**config.mk**
```make
export PLATFORM = sky130hd
export DESIGN_NAME = hazard_scoreboard
export DESIGN_NICKNAME = d
export VERILOG_FILES = /design/src/rtl/hazard_scoreboard_pkg.sv /design/src/rtl/hazard_src_check.sv /design/src/rtl/hazard_scoreboard.sv
export SDC_FILE = /design/constraint.sdc
export NUM_CORES = 1
export LEC_CHECK = 0
export BUFFER_PORTS_ARGS = -buffer_cell sky130_fd_sc_hd__buf_2
export CORE_MARGIN = 5
export CORE_UTILIZATION = 30
export DETAILED_ROUTE_END_ITERATION = 10
export PLACE_DENSITY = 0.5
export SYNTH_ARGS = -nofsm -noshare
export SYNTH_HDL_FRONTEND = slang
export SYNTH_SLANG_ARGS = --single-unit
```
**constraint.sdc**
```tcl
create_clock -name clk -period 2.1 [get_ports clk]
set_clock_uncertainty 0.15 [all_clocks]
set_input_delay 0.42 -clock clk [delete_from_list [all_inputs] [get_ports clk]]
set_output_delay 0.42 -clock clk [all_outputs]
set_load 0.05 [all_outputs]
```
**src/rtl/hazard_scoreboard_pkg.sv**
```systemverilog
`default_nettype none
// ============================================================================
// Module      : hazard_scoreboard_pkg
// Description : Shared types and constants for the hazard/forwarding
//               scoreboard: in-flight entry record, register index width,
//               default pipeline geometry and forwarding-select encoding.
// Revision    : 1.0 - initial release
// ============================================================================
package hazard_scoreboard_pkg;

    // Architectural register index width (16 registers)
    localparam int RW                = 4;

    // Default geometry: EXE, MEM, WB tracked; MEM output first carries loads
    localparam int DEFAULT_DEPTH     = 3;
    localparam int DEFAULT_MEM_STAGE = 1;

    // Forwarding select 0 means "take the operand from the register file";
    // select k means "take the result at the output of entry k".
    localparam int FWD_RF            = 0;

    // One in-flight instruction as seen by the scoreboard
    typedef struct packed {
        logic          valid;
        logic          wb_en;
        logic          mem_read;
        logic [RW-1:0] dest;
    } entry_t;

endpackage
`default_nettype wire

```
**src/rtl/hazard_src_check.sv**
```systemverilog
`default_nettype none
// ============================================================================
// Module      : hazard_src_check
// Description : Combinational check of one ID source register against the
//               scoreboard entries that can still forward (EXE..DEPTH-2).
//               Returns the youngest matching entry and whether that match
//               is a load whose data is not yet available.
// Revision    : 1.0 - initial release
// ============================================================================
module hazard_src_check
    import hazard_scoreboard_pkg::*;
#(
    parameter int DEPTH     = DEFAULT_DEPTH,
    parameter int MEM_STAGE = DEFAULT_MEM_STAGE,
    parameter int FW        = $clog2(DEPTH)
) (
    input  entry_t        i_entries [DEPTH-1],
    input  logic [RW-1:0] i_src,
    input  logic          i_used,
    output logic          o_hit,
    output logic [FW-1:0] o_k,
    output logic          o_load_hazard
);

    // Scan oldest to youngest so the youngest (lowest index) match wins
    always_comb begin
        o_hit         = 1'b0;
        o_k           = '0;
        o_load_hazard = 1'b0;
        for (int i = DEPTH - 2; i >= 0; i--) begin
            if (i_used && i_entries[i].valid && i_entries[i].wb_en &&
                (i_entries[i].dest == i_src)) begin
                o_hit         = 1'b1;
                o_k           = FW'(i);
                o_load_hazard = i_entries[i].mem_read && (i < MEM_STAGE);
            end
        end
    end

endmodule
`default_nettype wire

```
**src/rtl/hazard_scoreboard.sv**
```systemverilog
`default_nettype none
// ============================================================================
// Module      : hazard_scoreboard
// Description : Hazard and forwarding controller beside the ID stage. Keeps
//               a shift register of in-flight destinations, raises a
//               combinational IF/ID hold on unresolvable dependences and
//               registers EXE operand forwarding selects at issue.
// Revision    : 1.0 - initial release
// ============================================================================
module hazard_scoreboard
    import hazard_scoreboard_pkg::*;
#(
    parameter int RW        = hazard_scoreboard_pkg::RW,
    parameter int DEPTH     = DEFAULT_DEPTH,
    parameter int MEM_STAGE = DEFAULT_MEM_STAGE,
    parameter bit FWD_EN    = 1'b1,
    parameter int FW        = $clog2(DEPTH)
) (
    input  logic          clk,
    input  logic          rst,
    input  logic          freeze,
    input  logic          flush,
    input  logic          id_valid,
    input  logic [RW-1:0] id_rn,
    input  logic [RW-1:0] id_rm,
    input  logic          id_src1,
    input  logic          id_two_src,
    input  logic          id_wb_en,
    input  logic          id_mem_read,
    input  logic [RW-1:0] id_dest,
    output logic          hazard,
    output logic [FW-1:0] fwd_a,
    output logic [FW-1:0] fwd_b,
    output logic [15:0]   stall_cnt
);

    localparam logic [FW-1:0] C_FWD_RF = FW'(FWD_RF);

    entry_t        r_entries [DEPTH];
    logic [FW-1:0] r_fwd_a;
    logic [FW-1:0] r_fwd_b;
    logic [15:0]   r_stall_cnt;

    logic          w_hit_rn, w_hit_rm;
    logic [FW-1:0] w_k_rn, w_k_rm;
    logic          w_load_rn, w_load_rm;
    logic          w_src_hz_rn, w_src_hz_rm;
    logic          w_issue;

    // The WB entry is never consulted: the write-first register file already
    // makes its result visible to ID in the same cycle.
    hazard_src_check #(
        .DEPTH     (DEPTH),
        .MEM_STAGE (MEM_STAGE),
        .FW        (FW)
    ) u_chk_rn (
        .i_entries     (r_entries[0:DEPTH-2]),
        .i_src         (id_rn),
        .i_used        (id_src1),
        .o_hit         (w_hit_rn),
        .o_k           (w_k_rn),
        .o_load_hazard (w_load_rn)
    );

    hazard_src_check #(
        .DEPTH     (DEPTH),
        .MEM_STAGE (MEM_STAGE),
        .FW        (FW)
    ) u_chk_rm (
        .i_entries     (r_entries[0:DEPTH-2]),
        .i_src         (id_rm),
        .i_used        (id_two_src),
        .o_hit         (w_hit_rm),
        .o_k           (w_k_rm),
        .o_load_hazard (w_load_rm)
    );

    // Stall request: with forwarding only an early load blocks, otherwise any match
    always_comb begin
        w_src_hz_rn = FWD_EN ? w_load_rn : w_hit_rn;
        w_src_hz_rm = FWD_EN ? w_load_rm : w_hit_rm;
        hazard      = id_valid && !flush && (w_src_hz_rn || w_src_hz_rm);
        w_issue     = id_valid && !hazard && !flush && !freeze;
    end

    // Entry shift register, forwarding selects and stall counter
    always_ff @(posedge clk) begin
        if (rst) begin
            for (int i = 0; i < DEPTH; i++) begin
                r_entries[i] <= '0;
            end
            r_fwd_a     <= C_FWD_RF;
            r_fwd_b     <= C_FWD_RF;
            r_stall_cnt <= '0;
        end else if (!freeze) begin
            for (int i = DEPTH - 1; i > 0; i--) begin
                r_entries[i] <= r_entries[i-1];
            end
            if (w_issue) begin
                r_entries[0] <= '{valid: 1'b1, wb_en: id_wb_en,
                                  mem_read: id_mem_read, dest: id_dest};
                r_fwd_a      <= (FWD_EN && w_hit_rn) ? FW'(w_k_rn + FW'(1)) : C_FWD_RF;
                r_fwd_b      <= (FWD_EN && w_hit_rm) ? FW'(w_k_rm + FW'(1)) : C_FWD_RF;
            end else begin
                r_entries[0] <= '0;
                r_fwd_a      <= C_FWD_RF;
                r_fwd_b      <= C_FWD_RF;
            end
            if (hazard && (r_stall_cnt != 16'hFFFF)) begin
                r_stall_cnt <= r_stall_cnt + 16'd1;
            end
        end
    end

    assign fwd_a     = r_fwd_a;
    assign fwd_b     = r_fwd_b;
    assign stall_cnt = r_stall_cnt;

endmodule
`default_nettype wire
```
## Yosys cells after proc, flatten, opt, wreduce, memory -nomap -nowiden

Index checks and enable logic that the tools add are counted.
Widths: inputs -> output; s select.

| cells by class | value |
|---|---|
| bitwise logic cells | 1 |
| add/sub/neg operators | 3 |
| muxes and demuxes | 15 |
| equal/unequal tests | 5 |
| reduce and logical (&&, ||, !) cells | 23 |

Operators by type and width:

| operator | number |
|---|---|
| $logic_and 1x1->1 | 18 |
| $add 16x1->16 const B | 1 |
| $eq 4x4->1 | 4 |
| $ne 16x16->1 const B | 1 |
| $mux 1 | 10 |
| $mux 2 | 4 |
| $mux 7 | 1 |
| $add 2x1->2 const B | 2 |
| $logic_not 1->1 | 3 |
| $reduce_and 2->1 | 1 |
| $logic_or 1x1->1 | 1 |
| $not 1->1 | 1 |

| word-level totals | value |
|---|---|
| word-level logic and storage cells | 57 |
| register bits | 33 |
| bits of input ports | 21 |
| output and inout port bits | 21 |

## Logic depth before layout (Yosys ltp)

Gate-level depths: netlist of the first run.

| depth | value |
|---|---|
| depth in word-level cells | 11 |
| gate-level depth with buffers | 7 |
| gate-level depth less buffers | 6 |

## Cells and area by module

Synthesis of the first run repeated with hierarchy kept, for this count alone.

| second synthesis, totals | value |
|---|---|
| cell total of the unflattened synthesis | 200 |
| area total of the unflattened synthesis | 1755.4 sq um |

Modules (own cells, without submodules):

| module | sequential area each (sq um) | instances | area each (sq um) | cells each |
|---|---|---|---|---|
| hazard_scoreboard | 680.7 | 1 | 1482.7 | 166 |
| hazard_src_check | 0.0 | 2 | 136.4 | 17 |

## Least setup slack after synthesis of the first run

Ideal clock, no wire load.

| path | value |
|---|---|
| path type | input -> output |
| start point | input id_rm[1] |
| end point | output hazard |
| path buffers | 2 |
| data arrival time | 2.420 ns |
| path slack | -0.890 ns |
| stages | 6 |
| required time | 1.530 ns |
| cell sequence | xor2_1 nor3_2 a32oi_2 buf_6 buf_2 nor3b_1 |

| on the way | value |
|---|---|
| cells in the longest elaborated chain, start to end | 5 |

RTL lines:

| what | RTL line | text |
|---|---|---|
| from (decl) | hazard_scoreboard.sv:25 | `input logic [RW-1:0] id_rm,` |
| $eq 4x4->1 | hazard_src_check.sv:32 | `(i_entries[i].dest == i_src)) begin` |
| $logic_and 1x1->1 | hazard_src_check.sv:31 | `if (i_used && i_entries[i].valid && i_entries[i].wb_en &&` |
| $mux 1 | hazard_src_check.sv:31 |  |
| $logic_or 1x1->1 | hazard_scoreboard.sv:82 | `hazard = id_valid && !flush && (w_src_hz_rn \|\| w_src_hz_rm);` |
| $logic_and 1x1->1 | hazard_scoreboard.sv:82 |  |
| to (decl) | hazard_scoreboard.sv:31 | `output logic hazard,` |

Every way passes these cells.

## Worst setup path in the final report of the first run

| path | value |
|---|---|
| start point | register r_entries[17] (netlist name) |
| end point | output hazard |

| on the way | value |
|---|---|
| cells in the longest elaborated chain, start to end | 5 |
| elaborated cells between the ends (all ways) | 8 |
| those cells by class | eq/ne: 2; mux: 2; reduce/logical: 4 |

RTL lines:

| what | RTL line | text |
|---|---|---|
| from (decl) | hazard_scoreboard.sv:39 | `entry_t r_entries [DEPTH];` |
| from (signal, indexed assignment) | hazard_scoreboard.sv:97 | `r_entries[i] <= r_entries[i-1];` |
| $eq 4x4->1 | hazard_src_check.sv:32 |  |
| $logic_and 1x1->1 | hazard_src_check.sv:31 |  |
| $mux 1 | hazard_src_check.sv:31 |  |
| $logic_or 1x1->1 (*) | hazard_scoreboard.sv:82 |  |
| $logic_and 1x1->1 (*) | hazard_scoreboard.sv:82 |  |

Mark *: on every way between the ends. The rest lies on a longest branch, timed or not.

==> metrics.txt, run 1 <==
# TYPE chip_impl_metric gauge
chip_impl_metric{name="detailedRoute.firstIterationViolations",unit=""} 107
chip_impl_metric{name="antenna_violations_before_repair",unit=""} 0
chip_impl_metric{name="final_setup_margin",unit="ns"} -0.0570
chip_impl_info{name="crit_path_top_delay_cell",value="sky130_fd_sc_hd__dfxtp_2"} 1
chip_impl_metric{name="die-height",unit="um"} 85.6
chip_impl_metric{name="synth_largest_type_area_fraction",unit="%"} 38.5
chip_impl_metric{name="finalNonFillerCells",unit=""} 330
chip_impl_metric{name="die_area",unit="um2"} 7340
chip_impl_metric{name="cts_buf_count",unit=""} 5
chip_impl_metric{name="max-slew-margin-rel",unit="%"} 71.1
chip_impl_metric{name="worst_ep_arrival_time",unit="ns"} 1.59
chip_impl_info{name="timing.rr.start",value="r_entries[17]$_SDFFE_PP0N_"} 1
chip_impl_metric{name="power_frac_clock",unit="%"} 41.8
chip_impl_metric{name="clk_transition_reported_paths",unit="ns"} 0.07
chip_impl_metric{name="fin_crit",unit="ns"} 2.16
chip_impl_metric{name="synth.ff_latch_count",unit=""} 33
chip_impl_metric{name="clock_tree.buffer_depth",unit=""} 2
chip_impl_metric{name="internal_power",unit="W"} 0.000985
chip_impl_metric{name="tightest_slew",unit="ns"} 0.431
chip_impl_metric{name="global_router_s_overall_resource_usage",unit="%"} 13.0
chip_impl_metric{name="antenna-diode-count",unit=""} 0
chip_impl_metric{name="setup_viol",unit=""} 1
chip_impl_metric{name="areaGrowthSynthToFinish",unit="%"} 35.6
chip_impl_metric{name="p_sw",unit="W"} 0.000301
chip_impl_metric{name="grt_pass1_vias",unit=""} 1545
chip_impl_metric{name="detail_route.wirelength",unit="mm"} 4.60
chip_impl_metric{name="drv_cap",unit=""} 0
chip_impl_info{name="netlist.top_cell.by_area",value="sky130_fd_sc_hd__dfxtp_1"} 1
chip_impl_metric{name="hpwlAfterDp",unit="mm"} 3.44
chip_impl_metric{name="syn_avg_cell_area",unit="um2"} 8.89
chip_impl_metric{name="maximum_achievable_frequency",unit="GHz"} 0.464
chip_impl_info{name="layout.cells.most_common_list",value="sky130_fd_sc_hd__buf_2 (40), sky130_fd_sc_hd__buf_4 (27), sky130_fd_sc_hd__dfxtp_1 (24)"} 1
chip_impl_metric{name="worst_r2r_path_depth",unit=""} 6
chip_impl_metric{name="routed_wire_length_per_instance",unit="um"} 13.9
chip_impl_metric{name="grt_start_max_net_pins",unit=""} 25
chip_impl_metric{name="pwr_density_cell",unit="nW/um2"} 553
chip_impl_metric{name="hold_violations",unit=""} 0
chip_impl_info{name="failed_checks",value="negative setup slack"} 1
chip_impl_metric{name="finalWeightedCongestion",unit=""} 0.757
chip_impl_info{name="crit_start",value="r_entries[17]$_SDFFE_PP0N_"} 1
chip_impl_info{name="worst_setup_path_end_kind",value="output port"} 1
chip_impl_metric{name="antenna_left",unit=""} 0
chip_impl_metric{name="final.period_utilization",unit="%"} 103
chip_impl_metric{name="setup_tns",unit="ns"} -0.0570
chip_impl_metric{name="placed_cells",unit=""} 320
chip_impl_info{name="ctsRootBufferMaster",value="sky130_fd_sc_hd__clkbuf_8"} 1
chip_impl_metric{name="cts_hold_buffers",unit=""} 0
chip_impl_metric{name="boundaryPins",unit=""} 42
chip_impl_metric{name="detailroute.via_count",unit=""} 1627
chip_impl_metric{name="design.final.nets",unit=""} 279
chip_impl_info{name="rsz0062_at_grt",value="yes"} 1
chip_impl_metric{name="drt_pass1_iterations",unit=""} 4
chip_impl_metric{name="critPathRequiredTime",unit="ns"} 1.53
chip_impl_info{name="worst_min_delay_path_class",value="in -> reg"} 1
chip_impl_metric{name="clock_insertion_delay_worst_skew",unit="ns"} 0.28
chip_impl_info{name="cp-endpoint",value="hazard"} 1
chip_impl_metric{name="synthesis.nets",unit=""} 215
chip_impl_metric{name="share_seq_of_total_power",unit="%"} 49.4
chip_impl_metric{name="netSwitchingFraction",unit="%"} 23.4
chip_impl_metric{name="post-route-drc-count",unit=""} 0
chip_impl_info{name="cts_tree",value="yes"} 1
chip_impl_metric{name="power.ir.vdd_worst",unit="V"} 0.000262
chip_impl_metric{name="initial_utilization",unit="%"} 31.0
chip_impl_metric{name="numPortBuffers",unit=""} 41
chip_impl_info{name="critPathLaunchType",value="flop"} 1
chip_impl_info{name="layout.cells.most_common",value="sky130_fd_sc_hd__buf_2"} 1
chip_impl_info{name="worstSetupPathType",value="reg -> out"} 1
chip_impl_metric{name="avgViaCountPerCell",unit=""} 4.93
chip_impl_metric{name="die-width",unit="um"} 85.6
chip_impl_info{name="crit-reg2reg-capture",value="stall_cnt[12]$_SDFFE_PP0P_"} 1
chip_impl_metric{name="power.combinational.fraction",unit="%"} 8.8
chip_impl_metric{name="cell_area_after_synthesis",unit="um2"} 1720
chip_impl_metric{name="grt_pass1_wl",unit="mm"} 7.51
chip_impl_metric{name="static_leakage",unit="nW"} 0.988
chip_impl_metric{name="syn_inst",unit=""} 193
chip_impl_metric{name="yosys_warnings",unit=""} 0
chip_impl_metric{name="proportion_of_synthesized_chip_area_in_sequential_cells",unit="%"} 38.5
chip_impl_metric{name="cpPeakStageDelay",unit="ns"} 0.35
chip_impl_info{name="outcome",value="finished, violations left"} 1
chip_impl_metric{name="drv_slew",unit=""} 0
chip_impl_metric{name="fraction_of_layout_instances_using_a_drive_strength_above_1",unit="%"} 40.3
chip_impl_metric{name="core-area",unit="um2"} 5540
chip_impl_info{name="crit_path_cell_trace",value="xor2_1 > nor3_2 > a32oi_2 > nor3b_4 > buf_6"} 1
chip_impl_metric{name="timing.hold.ws",unit="ns"} 0.246
chip_impl_metric{name="cts.htree.levels",unit=""} 2
chip_impl_info{name="synthTopCellsByArea",value="sky130_fd_sc_hd__dfxtp_1 (38%), sky130_fd_sc_hd__xor2_1 (6.1%), sky130_fd_sc_hd__nor2_1 (4.4%), sky130_fd_sc_hd__mux2i_1 (4.1%), sky130_fd_sc_hd__o31ai_1 (3.9%)"} 1
chip_impl_metric{name="timing.critical_path.fanout_max",unit=""} 4
chip_impl_metric{name="floorplan.rows",unit=""} 27
chip_impl_metric{name="globalRouteOverflowTotal",unit=""} 0
chip_impl_metric{name="worst-r2r-setup-slack",unit="ns"} 0.05
chip_impl_metric{name="post_synth_num_cell_types",unit=""} 36
chip_impl_metric{name="tritoncts_num_sinks",unit=""} 33
[synthesized netlist by cell type]
library cell                number
sky130_fd_sc_hd__buf_4           1
sky130_fd_sc_hd__a32oi_1         6
sky130_fd_sc_hd__xnor2_1         4
sky130_fd_sc_hd__nor3_2          1
sky130_fd_sc_hd__nand2_2         1
sky130_fd_sc_hd__nor3b_2         1
sky130_fd_sc_hd__mux2i_1         7
sky130_fd_sc_hd__nor3b_1         1
sky130_fd_sc_hd__nand4_1         6
sky130_fd_sc_hd__nand2_1        11
sky130_fd_sc_hd__nor2_1         20
sky130_fd_sc_hd__nand2b_1        2
sky130_fd_sc_hd__and2_1          2
sky130_fd_sc_hd__or4_1           9
sky130_fd_sc_hd__ha_1            1
sky130_fd_sc_hd__or3_1           2
sky130_fd_sc_hd__a21oi_1        12
sky130_fd_sc_hd__and3_1          4
sky130_fd_sc_hd__nor2b_1         7
sky130_fd_sc_hd__o31ai_1         9
sky130_fd_sc_hd__buf_2           2
sky130_fd_sc_hd__and4_1          3
sky130_fd_sc_hd__o21ai_0         1
sky130_fd_sc_hd__dfxtp_1        33
sky130_fd_sc_hd__o2bb2ai_1       1
sky130_fd_sc_hd__clkbuf_1        4
sky130_fd_sc_hd__nand3_1         7
sky130_fd_sc_hd__a2bb2o_1        1
sky130_fd_sc_hd__xor2_1         12
sky130_fd_sc_hd__inv_1           1
sky130_fd_sc_hd__or3b_1          1
sky130_fd_sc_hd__buf_6           2
sky130_fd_sc_hd__mux2_2          6
sky130_fd_sc_hd__buf_1           2
sky130_fd_sc_hd__nor3_1          9
sky130_fd_sc_hd__a32oi_2         1
[flip-flops by register name (all words and copies together) (netlist names)]
| register | flops |
|---|---|
| stall_cnt | 16 |
| fwd_b | 2 |
| fwd_a | 2 |
| r_entries | 13 |
[how the worst min path moves through the flow]
stage                                           from                    endpoint  slack, ns  cells after the start
final                                     id_dest[3]  r_entries[17]$_SDFFE_PP0N_       0.25                      3
after detailed placement       fwd_b[1]$_SDFFE_PP0N_       fwd_b[1]$_SDFFE_PP0N_       0.30                      1
after CTS                                 id_dest[0]  r_entries[14]$_SDFFE_PP0N_       0.24                      3
after global placement         fwd_b[1]$_SDFFE_PP0N_       fwd_b[1]$_SDFFE_PP0N_       0.30                      1
after global routing                      id_dest[2]  r_entries[16]$_SDFFE_PP0N_       0.26                      3
after floorplan           r_entries[20]$_SDFFE_PP0N_  r_entries[20]$_SDFFE_PP0N_       0.30                      2
[worst max-delay path, delay by kind of cell, from the launching register on]
family | cells | cell delay (ns)
simple gates | 2 | 0.45
flops | 1 | 0.35
xor+xnor | 1 | 0.17
compound gates | 1 | 0.16
buf+inv | 1 | 0.18
[per-layer routing]
metal  share of wire (%)  vias to the layer above  track usage, %
met5                   0                        -               0
met2                  44                       35            17.9
li1                    -                      837               -
met1                  50                      751            18.2
met3                 4.7                        4            4.13
met4                 1.4                        0            5.90
[cell families after synthesis]
group	count (synthesis)	share of synthesized area (%)
compound gates	31	12.8
flops	33	38.5
buf+inv	12	3.86
xor+xnor	16	8.16
fa+ha+maj	1	0.729
mux	13	8.02
simple gates	87	27.9
[metrics by stage]
| stage | utilization (%) | worst slack (ns) | instance area (um2) | power, W |
|---|---|---|---|---|
| floorplan | - | -0.191 | 1750 | 0.000701 |
| finish | 42.0 | -0.0570 | 2330 | 0.00129 |
| CTS | 41.5 | -0.0914 | 2300 | 0.00130 |
| global placement | 39.0 | -0.124 | 2160 | 0.000758 |
| global route | 42.0 | -0.161 | 2330 | 0.00134 |
| detailed placement | 39.0 | -0.170 | 2160 | 0.000759 |
[power groups by stage]
stage / Combinational [W] / Clock, W / Sequential, W
6_report: 0.000113 / 0.000538 / 0.000636
5_1_grt: 0.000125 / 0.000574 / 0.000636
4_1_cts: 0.000113 / 0.000552 / 0.000635
3_5_place_dp: 0.000108 / 0 / 0.000650
3_3_place_gp: 0.000108 / 0 / 0.000650
2_1_floorplan: 0.0000520 / 0 / 0.000649
[what timing repair did]
action | in CTS | in global routing
setup buffers | 2 | 1
endpoints found under the setup margin | 5 | 16
gates resized for setup | 9 | 6
pin swaps | 4 | 1
[area by class of cell]
cell class,count,area [um2]
Clock buffer,7,96.3
Tap cell,72,90.1
Multi-Input combinational cell,148,1040
Inverter,1,3.75
Timing Repair Buffer,68,414
Sequential cell,33,674
Clock inverter,1,5.00
Fill cell,575,3210
(Power assumes the default switching activity.)
==> run 2: changes to the inputs <==
RECOVER_POWER = 50   (was default)
==> run 2 against run 1 <==
The run still ends with negative setup slack left. Final area fell by 1.1%. Combinational power barely moved. Worst setup slack barely moved. Via count rose by 0.49%. Final cell count did not move. Clock power barely moved. Flip-flop and latch count did not move. Core utilization fell by 0.45 points. Sequential share of layout area rose by 0.31 points. Total power barely moved. Global-route usage did not move. Largest cell class unchanged. Highest routed layer unchanged.
==> metrics.txt, run 2 (synthesis results as in run 1) <==
# TYPE chip_impl_metric gauge
chip_impl_info{name="outcome",value="finished, violations left"} 1
chip_impl_info{name="failed_checks",value="negative setup slack"} 1
chip_impl_metric{name="global_route.usage.met3",unit="%"} 4.13
chip_impl_info{name="worst_min_delay_path_class",value="in -> reg"} 1
chip_impl_metric{name="detailroute.via_count",unit=""} 1635
chip_impl_metric{name="cts_buf_count",unit=""} 5
chip_impl_metric{name="largest_register_ffs",unit=""} 16
chip_impl_metric{name="critPathRequiredTime",unit="ns"} 1.53
chip_impl_metric{name="finalWeightedCongestion",unit=""} 0.757
chip_impl_info{name="critPathLaunchType",value="flop"} 1
chip_impl_metric{name="globalRouteOverflowTotal",unit=""} 0
chip_impl_metric{name="hold_path_depth",unit=""} 3
chip_impl_metric{name="detail_route.wirelength",unit="mm"} 4.64
chip_impl_metric{name="max-slew-margin-rel",unit="%"} 37.8
chip_impl_metric{name="register_area",unit="um2"} 674
chip_impl_metric{name="drt_pass1_iterations",unit=""} 4
chip_impl_metric{name="antenna_left",unit=""} 0
chip_impl_metric{name="drv_cap",unit=""} 0
chip_impl_metric{name="initial_utilization",unit="%"} 31.0
chip_impl_metric{name="grt_start_max_net_pins",unit=""} 25
chip_impl_metric{name="worst_ep_arrival_time",unit="ns"} 1.59
chip_impl_metric{name="tightest_slew",unit="ns"} 0.934
chip_impl_metric{name="final.period_utilization",unit="%"} 103
chip_impl_metric{name="gr-usage-met1",unit="%"} 18.2
chip_impl_metric{name="final_setup_margin",unit="ns"} -0.0573
chip_impl_info{name="layout.cells.most_common",value="sky130_fd_sc_hd__buf_4"} 1
chip_impl_metric{name="fillerInstances",unit=""} 582
chip_impl_metric{name="global_route.usage.met2",unit="%"} 17.9
chip_impl_info{name="globalRoute.busiestLayer",value="met1"} 1
chip_impl_info{name="rsz0062_at_grt",value="yes"} 1
chip_impl_metric{name="routed_wire_length_per_instance",unit="um"} 14.1
chip_impl_metric{name="global_router_s_overall_resource_usage",unit="%"} 13.0
chip_impl_metric{name="hold_violations",unit=""} 0
chip_impl_metric{name="antenna-diode-count",unit=""} 0
chip_impl_metric{name="avgViaCountPerCell",unit=""} 4.95
chip_impl_info{name="timing.rr.start",value="r_entries[17]$_SDFFE_PP0N_"} 1
chip_impl_metric{name="areaGrowthSynthToFinish",unit="%"} 34.1
chip_impl_metric{name="antenna_violations_before_repair",unit=""} 0
chip_impl_metric{name="die-width",unit="um"} 85.6
chip_impl_metric{name="fraction_of_layout_instances_using_a_drive_strength_above_1",unit="%"} 33.3
chip_impl_info{name="cts_tree",value="yes"} 1
chip_impl_metric{name="timing.critical_path.fanout_max",unit=""} 4
chip_impl_metric{name="core-area",unit="um2"} 5540
chip_impl_info{name="crit_path_top_delay_cell",value="sky130_fd_sc_hd__dfxtp_2"} 1
chip_impl_metric{name="clk_transition_reported_paths",unit="ns"} 0.07
chip_impl_metric{name="fin_crit",unit="ns"} 2.16
chip_impl_metric{name="numPortBuffers",unit=""} 41
chip_impl_metric{name="timing.hold.ws",unit="ns"} 0.246
chip_impl_info{name="worstSetupPathType",value="reg -> out"} 1
chip_impl_info{name="crit-reg2reg-capture",value="stall_cnt[12]$_SDFFE_PP0P_"} 1
chip_impl_metric{name="maximum_achievable_frequency",unit="GHz"} 0.464
chip_impl_metric{name="boundaryPins",unit=""} 42
chip_impl_metric{name="setup_viol",unit=""} 1
chip_impl_metric{name="static_leakage",unit="nW"} 0.909
chip_impl_info{name="ctsRootBufferMaster",value="sky130_fd_sc_hd__clkbuf_8"} 1
chip_impl_info{name="worst_setup_path_end_kind",value="output port"} 1
chip_impl_metric{name="p_total",unit="W"} 0.00129
chip_impl_metric{name="cpPeakStageDelay",unit="ns"} 0.35
chip_impl_metric{name="clock_insertion_delay_worst_skew",unit="ns"} 0.28
chip_impl_metric{name="multi_input_comb_area",unit="um2"} 1040
chip_impl_metric{name="grt_pass1_vias",unit=""} 1545
chip_impl_metric{name="grt_pass1_wl",unit="mm"} 7.51
chip_impl_metric{name="hpwlAfterDp",unit="mm"} 3.44
chip_impl_metric{name="clock_tree.buffer_depth",unit=""} 2
chip_impl_metric{name="pwr_density_cell",unit="nW/um2"} 559
chip_impl_metric{name="floorplan.rows",unit=""} 27
chip_impl_metric{name="tritoncts_num_sinks",unit=""} 33
chip_impl_metric{name="cts.htree.levels",unit=""} 2
chip_impl_metric{name="design.final.nets",unit=""} 279
chip_impl_info{name="crit_path_cell_trace",value="xor2_1 > nor3_2 > a32oi_2 > nor3b_4 > buf_6"} 1
chip_impl_metric{name="worst-r2r-setup-slack",unit="ns"} 0.04
chip_impl_metric{name="drv_slew",unit=""} 0
chip_impl_metric{name="detailedRoute.firstIterationViolations",unit=""} 74
chip_impl_metric{name="power.ir.vdd_worst",unit="V"} 0.000263
chip_impl_info{name="layout.cells.most_common_list",value="sky130_fd_sc_hd__buf_4 (26), sky130_fd_sc_hd__dfxtp_1 (24), sky130_fd_sc_hd__buf_2 (23)"} 1
chip_impl_metric{name="finalNonFillerCells",unit=""} 330
chip_impl_info{name="worst_hold_launch",value="id_dest[3]"} 1
chip_impl_metric{name="placed_cells",unit=""} 320
chip_impl_metric{name="die_area",unit="um2"} 7340
chip_impl_metric{name="die-height",unit="um"} 85.6
chip_impl_metric{name="worst_r2r_path_depth",unit=""} 6
chip_impl_metric{name="post-route-drc-count",unit=""} 0
chip_impl_info{name="min_delay_worst_endpoint",value="r_entries[17]$_SDFFE_PP0N_"} 1
==> run 2: how the worst max path moves through the flow <==
| stage | startpoint | end | slack [ns] | cells past startpoint |
|---|---|---|---|---|
| after floorplan | id_rm[3] | hazard | -0.19 | 6 |
| after global placement | id_rm[3] | stall_cnt[13]$_SDFFE_PP0P_ | -0.12 | 7 |
| after detailed placement | id_rm[3] | stall_cnt[4]$_SDFFE_PP0P_ | -0.17 | 7 |
| after CTS | r_entries[15]$_SDFFE_PP0N_ | hazard | -0.09 | 5 |
| after global routing | r_entries[17]$_SDFFE_PP0N_ | hazard | -0.16 | 5 |
| final | r_entries[17]$_SDFFE_PP0N_ | hazard | -0.06 | 5 |
==> run 2: power by group <==
| part | switching [W] | leakage (nW) | total (W) | internal, W |
|---|---|---|---|---|
| clock | 0.000242 | 0.0542 | 0.000538 | 0.000296 |
| combinational | 0.0000547 | 0.584 | 0.000112 | 0.0000578 |
| sequential | 0.00000580 | 0.271 | 0.000636 | 0.000630 |
==> run 2: routing by layer <==
layer	vias to the layer above	part of all wire (%)
met1	757	51
met3	4	4.5
li1	840	-
met2	34	43
met5	-	0
met4	0	1.4
==> run 2: final cells by class <==
| class | instances | area share [%] |
|---|---|---|
| clock buffers | 7 | 4.18 |
| clock inverters | 1 | 0.217 |
| inverters | 1 | 0.163 |
| multi-input cells | 148 | 45.3 |
| flip-flops and latches | 33 | 29.3 |
| well taps | 72 | 3.91 |
| repair buffers | 68 | 16.9 |
==> run 2: through the flow <==
| stage | setup TNS [ns] | utilization (%) | setup slack, ns | instance area [um2] |
|---|---|---|---|---|
| after CTS | -0.0914 | 41.5 | -0.0914 | 2300 |
| final | -0.0573 | 41.6 | -0.0573 | 2300 |
| after global placement | -1.37 | 39.0 | -0.124 | 2160 |
| after detailed placement | -2.04 | 39.0 | -0.170 | 2160 |
| after floorplan | -0.202 | - | -0.191 | 1750 |
| after global routing | -0.964 | 41.6 | -0.161 | 2300 |
==> run 2: what timing repair did <==
action                                  in CTS  in global routing
gates resized for setup                      9                  6
buffers inserted                             2                  1
endpoints found under the setup margin       5                 16
hold buffers                                 0                  0
pin swaps                                    4                  1
==> run 2: worst max-delay path, delay by kind of cell, from the launching register on <==
family	cells	cell delay (ns)
AND/OR/NAND/NOR	2	0.45
flip-flops	1	0.35
buffers and inverters	1	0.18
XOR/XNOR	1	0.17
AO/OA/AOI/OAI	1	0.16
==> run 3: changes to the inputs <==
ABC_AREA = 1   (was default)
PLACE_DENSITY = 0.49   (was 0.5)
==> run 3 against run 2 <==
The run now ends clean. Routed wire length rose by 18%. Worst setup slack improved by 0.096 ns. Synthesized area rose by 14%. Final area rose by 3.4%. Global-route usage rose by 0.39 points. Largest cell class unchanged. Largest power group unchanged.
==> metrics.txt, run 3 <==
# TYPE chip_impl_metric gauge
chip_impl_info{name="ctsRootBufferMaster",value="sky130_fd_sc_hd__clkbuf_8"} 1
chip_impl_metric{name="synth_xor_area_share",unit="%"} 7.62
chip_impl_metric{name="pre_cts_slack",unit="ns"} 0.0775
chip_impl_metric{name="max-slew-margin-rel",unit="%"} 56.8
chip_impl_metric{name="final_core_util",unit="%"} 37.5
chip_impl_metric{name="grt_pass1_wl",unit="mm"} 9.00
chip_impl_info{name="netlist.top_cell.by_area",value="sky130_fd_sc_hd__dfxtp_1"} 1
chip_impl_metric{name="drv_cap",unit=""} 0
chip_impl_info{name="crit_path_top_delay_cell",value="sky130_fd_sc_hd__dfxtp_2"} 1
chip_impl_metric{name="die-height",unit="um"} 90.7
chip_impl_info{name="synth_ff_type",value="sky130_fd_sc_hd__dfxtp_1"} 1
chip_impl_metric{name="critPathRequiredTime",unit="ns"} 1.53
chip_impl_metric{name="largest_register_ffs",unit=""} 16
chip_impl_metric{name="static_leakage",unit="nW"} 0.938
chip_impl_metric{name="antenna-diode-count",unit=""} 0
chip_impl_metric{name="internal_power",unit="W"} 0.000973
chip_impl_metric{name="fraction_of_layout_instances_using_a_drive_strength_above_1",unit="%"} 20.1
chip_impl_metric{name="cts.htree.levels",unit=""} 2
chip_impl_metric{name="power.ir.vdd_worst",unit="V"} 0.000227
chip_impl_metric{name="fillerInstances",unit=""} 712
chip_impl_metric{name="post-route-drc-count",unit=""} 0
chip_impl_info{name="rsz0062_at_grt",value="yes"} 1
chip_impl_metric{name="detailedRoute.firstIterationViolations",unit=""} 74
chip_impl_metric{name="antenna_violations_before_repair",unit=""} 0
chip_impl_metric{name="floorplan.rows",unit=""} 29
chip_impl_metric{name="synthesis.nets",unit=""} 311
chip_impl_metric{name="core-area",unit="um2"} 6350
chip_impl_metric{name="grt_start_max_net_pins",unit=""} 26
chip_impl_metric{name="grt_pass1_vias",unit=""} 1899
chip_impl_info{name="yosys-top-cells-count",value="sky130_fd_sc_hd__nand2_1 (78), sky130_fd_sc_hd__dfxtp_1 (33), sky130_fd_sc_hd__nor2_1 (31)"} 1
chip_impl_metric{name="synth.ff_latch_count",unit=""} 33
chip_impl_metric{name="globalRouteOverflowTotal",unit=""} 0
chip_impl_metric{name="synth_simple_gate_area_share",unit="%"} 39.1
chip_impl_metric{name="detailroute.via_count",unit=""} 1982
chip_impl_metric{name="die_area",unit="um2"} 8220
chip_impl_metric{name="boundaryPins",unit=""} 42
chip_impl_metric{name="edff_count_synth",unit=""} 0
chip_impl_metric{name="fin_crit",unit="ns"} 2.06
chip_impl_metric{name="proportion_of_synthesized_chip_area_in_sequential_cells",unit="%"} 33.8
chip_impl_metric{name="antenna_left",unit=""} 0
chip_impl_metric{name="cpPeakStageDelay",unit="ns"} 0.37
chip_impl_info{name="worst_min_delay_path_class",value="in -> reg"} 1
chip_impl_metric{name="layout.cell_area.non_filler",unit="um2"} 2380
chip_impl_info{name="outcome",value="finished clean"} 1
chip_impl_info{name="synthTopCellsByArea",value="sky130_fd_sc_hd__dfxtp_1 (34%), sky130_fd_sc_hd__nand2_1 (15%), sky130_fd_sc_hd__nand4_1 (7.4%), sky130_fd_sc_hd__a21oi_1 (6.7%), sky130_fd_sc_hd__nor2_1 (6.0%)"} 1
chip_impl_info{name="critPathLaunchType",value="flop"} 1
chip_impl_info{name="combinational_family_with_the_most_area_after_synthesis",value="simple AND/OR/NAND/NOR gates"} 1
chip_impl_metric{name="clk_transition_reported_paths",unit="ns"} 0.08
chip_impl_metric{name="post_synth_num_cell_types",unit=""} 29
chip_impl_metric{name="setup_viol",unit=""} 0
chip_impl_metric{name="netSwitchingFraction",unit="%"} 25.6
chip_impl_metric{name="synth_largest_type_area_fraction",unit="%"} 33.8
chip_impl_metric{name="area_share_of_fa_ha_maj_cells_after_synthesis",unit="%"} 0.641
chip_impl_metric{name="cts_hold_buffers",unit=""} 0
chip_impl_metric{name="synth_compound_area_share",unit="%"} 10.1
chip_impl_metric{name="clock_insertion_delay_worst_skew",unit="ns"} 0.29
chip_impl_metric{name="hpwlAfterDp",unit="mm"} 3.99
chip_impl_metric{name="synthMuxAreaShare",unit="%"} 0
chip_impl_metric{name="maximum_achievable_frequency",unit="GHz"} 0.485
chip_impl_metric{name="tritoncts_num_sinks",unit=""} 33
chip_impl_metric{name="die-width",unit="um"} 90.7
chip_impl_metric{name="detail_route.wirelength",unit="mm"} 5.48
chip_impl_metric{name="yosys_warnings",unit=""} 0
chip_impl_metric{name="clock_tree.buffer_depth",unit=""} 2
chip_impl_metric{name="syn_inst",unit=""} 289
chip_impl_metric{name="routed_wire_length_per_instance",unit="um"} 13.2
chip_impl_metric{name="areaGrowthSynthToFinish",unit="%"} 21.9
chip_impl_info{name="most_used_standard_cell_by_instance_count_after_synthesis",value="sky130_fd_sc_hd__nand2_1"} 1
chip_impl_metric{name="drt_pass1_iterations",unit=""} 4
chip_impl_info{name="layout.cells.most_common_list",value="sky130_fd_sc_hd__nand2_1 (77), sky130_fd_sc_hd__nor2_1 (28), sky130_fd_sc_hd__dfxtp_1 (27)"} 1
chip_impl_metric{name="placed_cells",unit=""} 405
chip_impl_info{name="cts_tree",value="yes"} 1
chip_impl_info{name="worstSetupPathType",value="reg -> out"} 1
chip_impl_metric{name="numPortBuffers",unit=""} 41
chip_impl_metric{name="initial_utilization",unit="%"} 30.8
chip_impl_metric{name="share_seq_of_total_power",unit="%"} 49.1
chip_impl_metric{name="cell_area_after_synthesis",unit="um2"} 1950
chip_impl_metric{name="global_router_s_overall_resource_usage",unit="%"} 13.4
chip_impl_metric{name="finalNonFillerCells",unit=""} 415
chip_impl_metric{name="placedInstanceArea",unit="um2"} 2260
chip_impl_metric{name="syn_avg_cell_area",unit="um2"} 6.76
chip_impl_metric{name="p_sw",unit="W"} 0.000334
chip_impl_metric{name="cts_buf_count",unit=""} 5
chip_impl_metric{name="finalWeightedCongestion",unit=""} 0.863
chip_impl_metric{name="postSynth.asyncResetShare",unit="%"} 0
chip_impl_metric{name="timing.critical_path.fanout_max",unit=""} 4
chip_impl_info{name="crit_path_cell_trace",value="inv_2 > nand2_1 > nand2_1 > nor2_2 > nand4_1 > nand2_4 > nand2_2 > inv_2 > buf_8"} 1
chip_impl_info{name="worst_setup_path_end_kind",value="output port"} 1
chip_impl_metric{name="final_setup_margin",unit="ns"} 0.0391
chip_impl_metric{name="power.combinational.fraction",unit="%"} 8.2
chip_impl_metric{name="design.final.nets",unit=""} 359
chip_impl_metric{name="avgViaCountPerCell",unit=""} 4.78
chip_impl_metric{name="tightest_slew",unit="ns"} 0.648
chip_impl_metric{name="drv_slew",unit=""} 0
chip_impl_metric{name="pwr_density_cell",unit="nW/um2"} 549
chip_impl_metric{name="final.period_utilization",unit="%"} 98.1
chip_impl_metric{name="worst_ep_arrival_time",unit="ns"} 1.49
chip_impl_info{name="layout.cells.most_common",value="sky130_fd_sc_hd__nand2_1"} 1
chip_impl_metric{name="hold_violations",unit=""} 0
chip_impl_metric{name="power_frac_clock",unit="%"} 42.6
-- run 3: cell count changes in the layout (fill, tap and decap cells not counted), moves of 7 or more --
| cell | previous run | this run |
|---|---|---|
| sky130_fd_sc_hd__nand2_1 | 11 | 77 |
| sky130_fd_sc_hd__mux2i_1 | 7 | 0 |
| sky130_fd_sc_hd__o21ai_0 | 0 | 8 |
| sky130_fd_sc_hd__inv_1 | 1 | 21 |
| sky130_fd_sc_hd__o31ai_1 | 9 | 0 |
| sky130_fd_sc_hd__a21oi_1 | 12 | 26 |
| sky130_fd_sc_hd__nand3_1 | 7 | 18 |
| sky130_fd_sc_hd__nand4_1 | 6 | 23 |
| sky130_fd_sc_hd__inv_2 | 0 | 7 |
| sky130_fd_sc_hd__or4_1 | 9 | 0 |
| sky130_fd_sc_hd__buf_4 | 26 | 10 |
| sky130_fd_sc_hd__nor2_1 | 20 | 28 |
| sky130_fd_sc_hd__nor2b_1 | 7 | 0 |
-- run 3: cells by family after synthesis --
logic type,after synthesis
simple gates,161
buf+inv,40
compound gates,37
flops,33
xor+xnor,17
fa+ha+maj,1
-- run 3: layer usage --
metal	share of wire, %	up-vias	global-route usage [%]
li1	-	1041	-
met3	4.5	8	3.33
met1	49	898	18.0
met2	45	35	21.1
met5	0	-	0
met4	1.5	0	3.72
-- run 3: layout make-up --
cell class / count / area [um2] / share of cell area, %
Timing Repair Buffer: 52 / 268 / 11.2
Clock buffer: 7 / 96.3 / 4.05
Inverter: 29 / 110 / 4.62
Clock inverter: 1 / 5.00 / 0.210
Sequential cell: 33 / 673 / 28.3
Multi-Input combinational cell: 216 / 1130 / 47.6
Tap cell: 77 / 96.3 / 4.05
-- run 3: through the flow --
| step | total power (W) | hold WS (ns) | TNS [ns] |
|---|---|---|---|
| after CTS | 0.00133 | 0.229 | 0 |
| final | 0.00131 | 0.237 | 0 |
| after global routing | 0.00137 | 0.262 | -0.0155 |
| after detailed placement | 0.000765 | 0.307 | 0 |
| after global placement | 0.000764 | 0.305 | 0 |
| after floorplan | 0.000719 | 0.305 | 0 |
-- run 3: power groups by stage --
stage                     combinational, W  sequential (W)  clock, W
after floorplan                  0.0000631        0.000656         0
after global placement            0.000105        0.000659         0
after detailed placement          0.000106        0.000659         0
after CTS                         0.000106        0.000644  0.000575
after global routing              0.000121        0.000643  0.000603
final                             0.000108        0.000642  0.000557
-- run 3: what timing repair did --
| action | CTS | global route |
|---|---|---|
| endpoints found under the setup margin | 1 | 1 |
| setup buffers | 0 | 2 |
| pin swaps | 0 | 7 |
| gates resized for setup | 6 | 8 |
-- run 3: path summary, 6_finish.rpt --
path | from | endpoint | slack (ns) | cells after the start
max | r_entries[16]$_SDFFE_PP0N_ | hazard | 0.04 | 9
max reg2reg | r_entries[16]$_SDFFE_PP0N_ | stall_cnt[9]$_SDFFE_PP0P_ | 0.12 | 11
min | id_dest[0] | r_entries[14]$_SDFFE_PP0N_ | 0.24 | 3
min reg2reg | fwd_a[0]$_SDFFE_PP0N_ | fwd_a[0]$_SDFFE_PP0N_ | 0.32 | 2
-- run 3: worst max-delay path, delay by kind of cell (launching register included) --
kind | cells | cell delay (ns)
buffers and inverters | 3 | 0.25
DFF | 1 | 0.37
and+or+nand+nor | 6 | 0.56
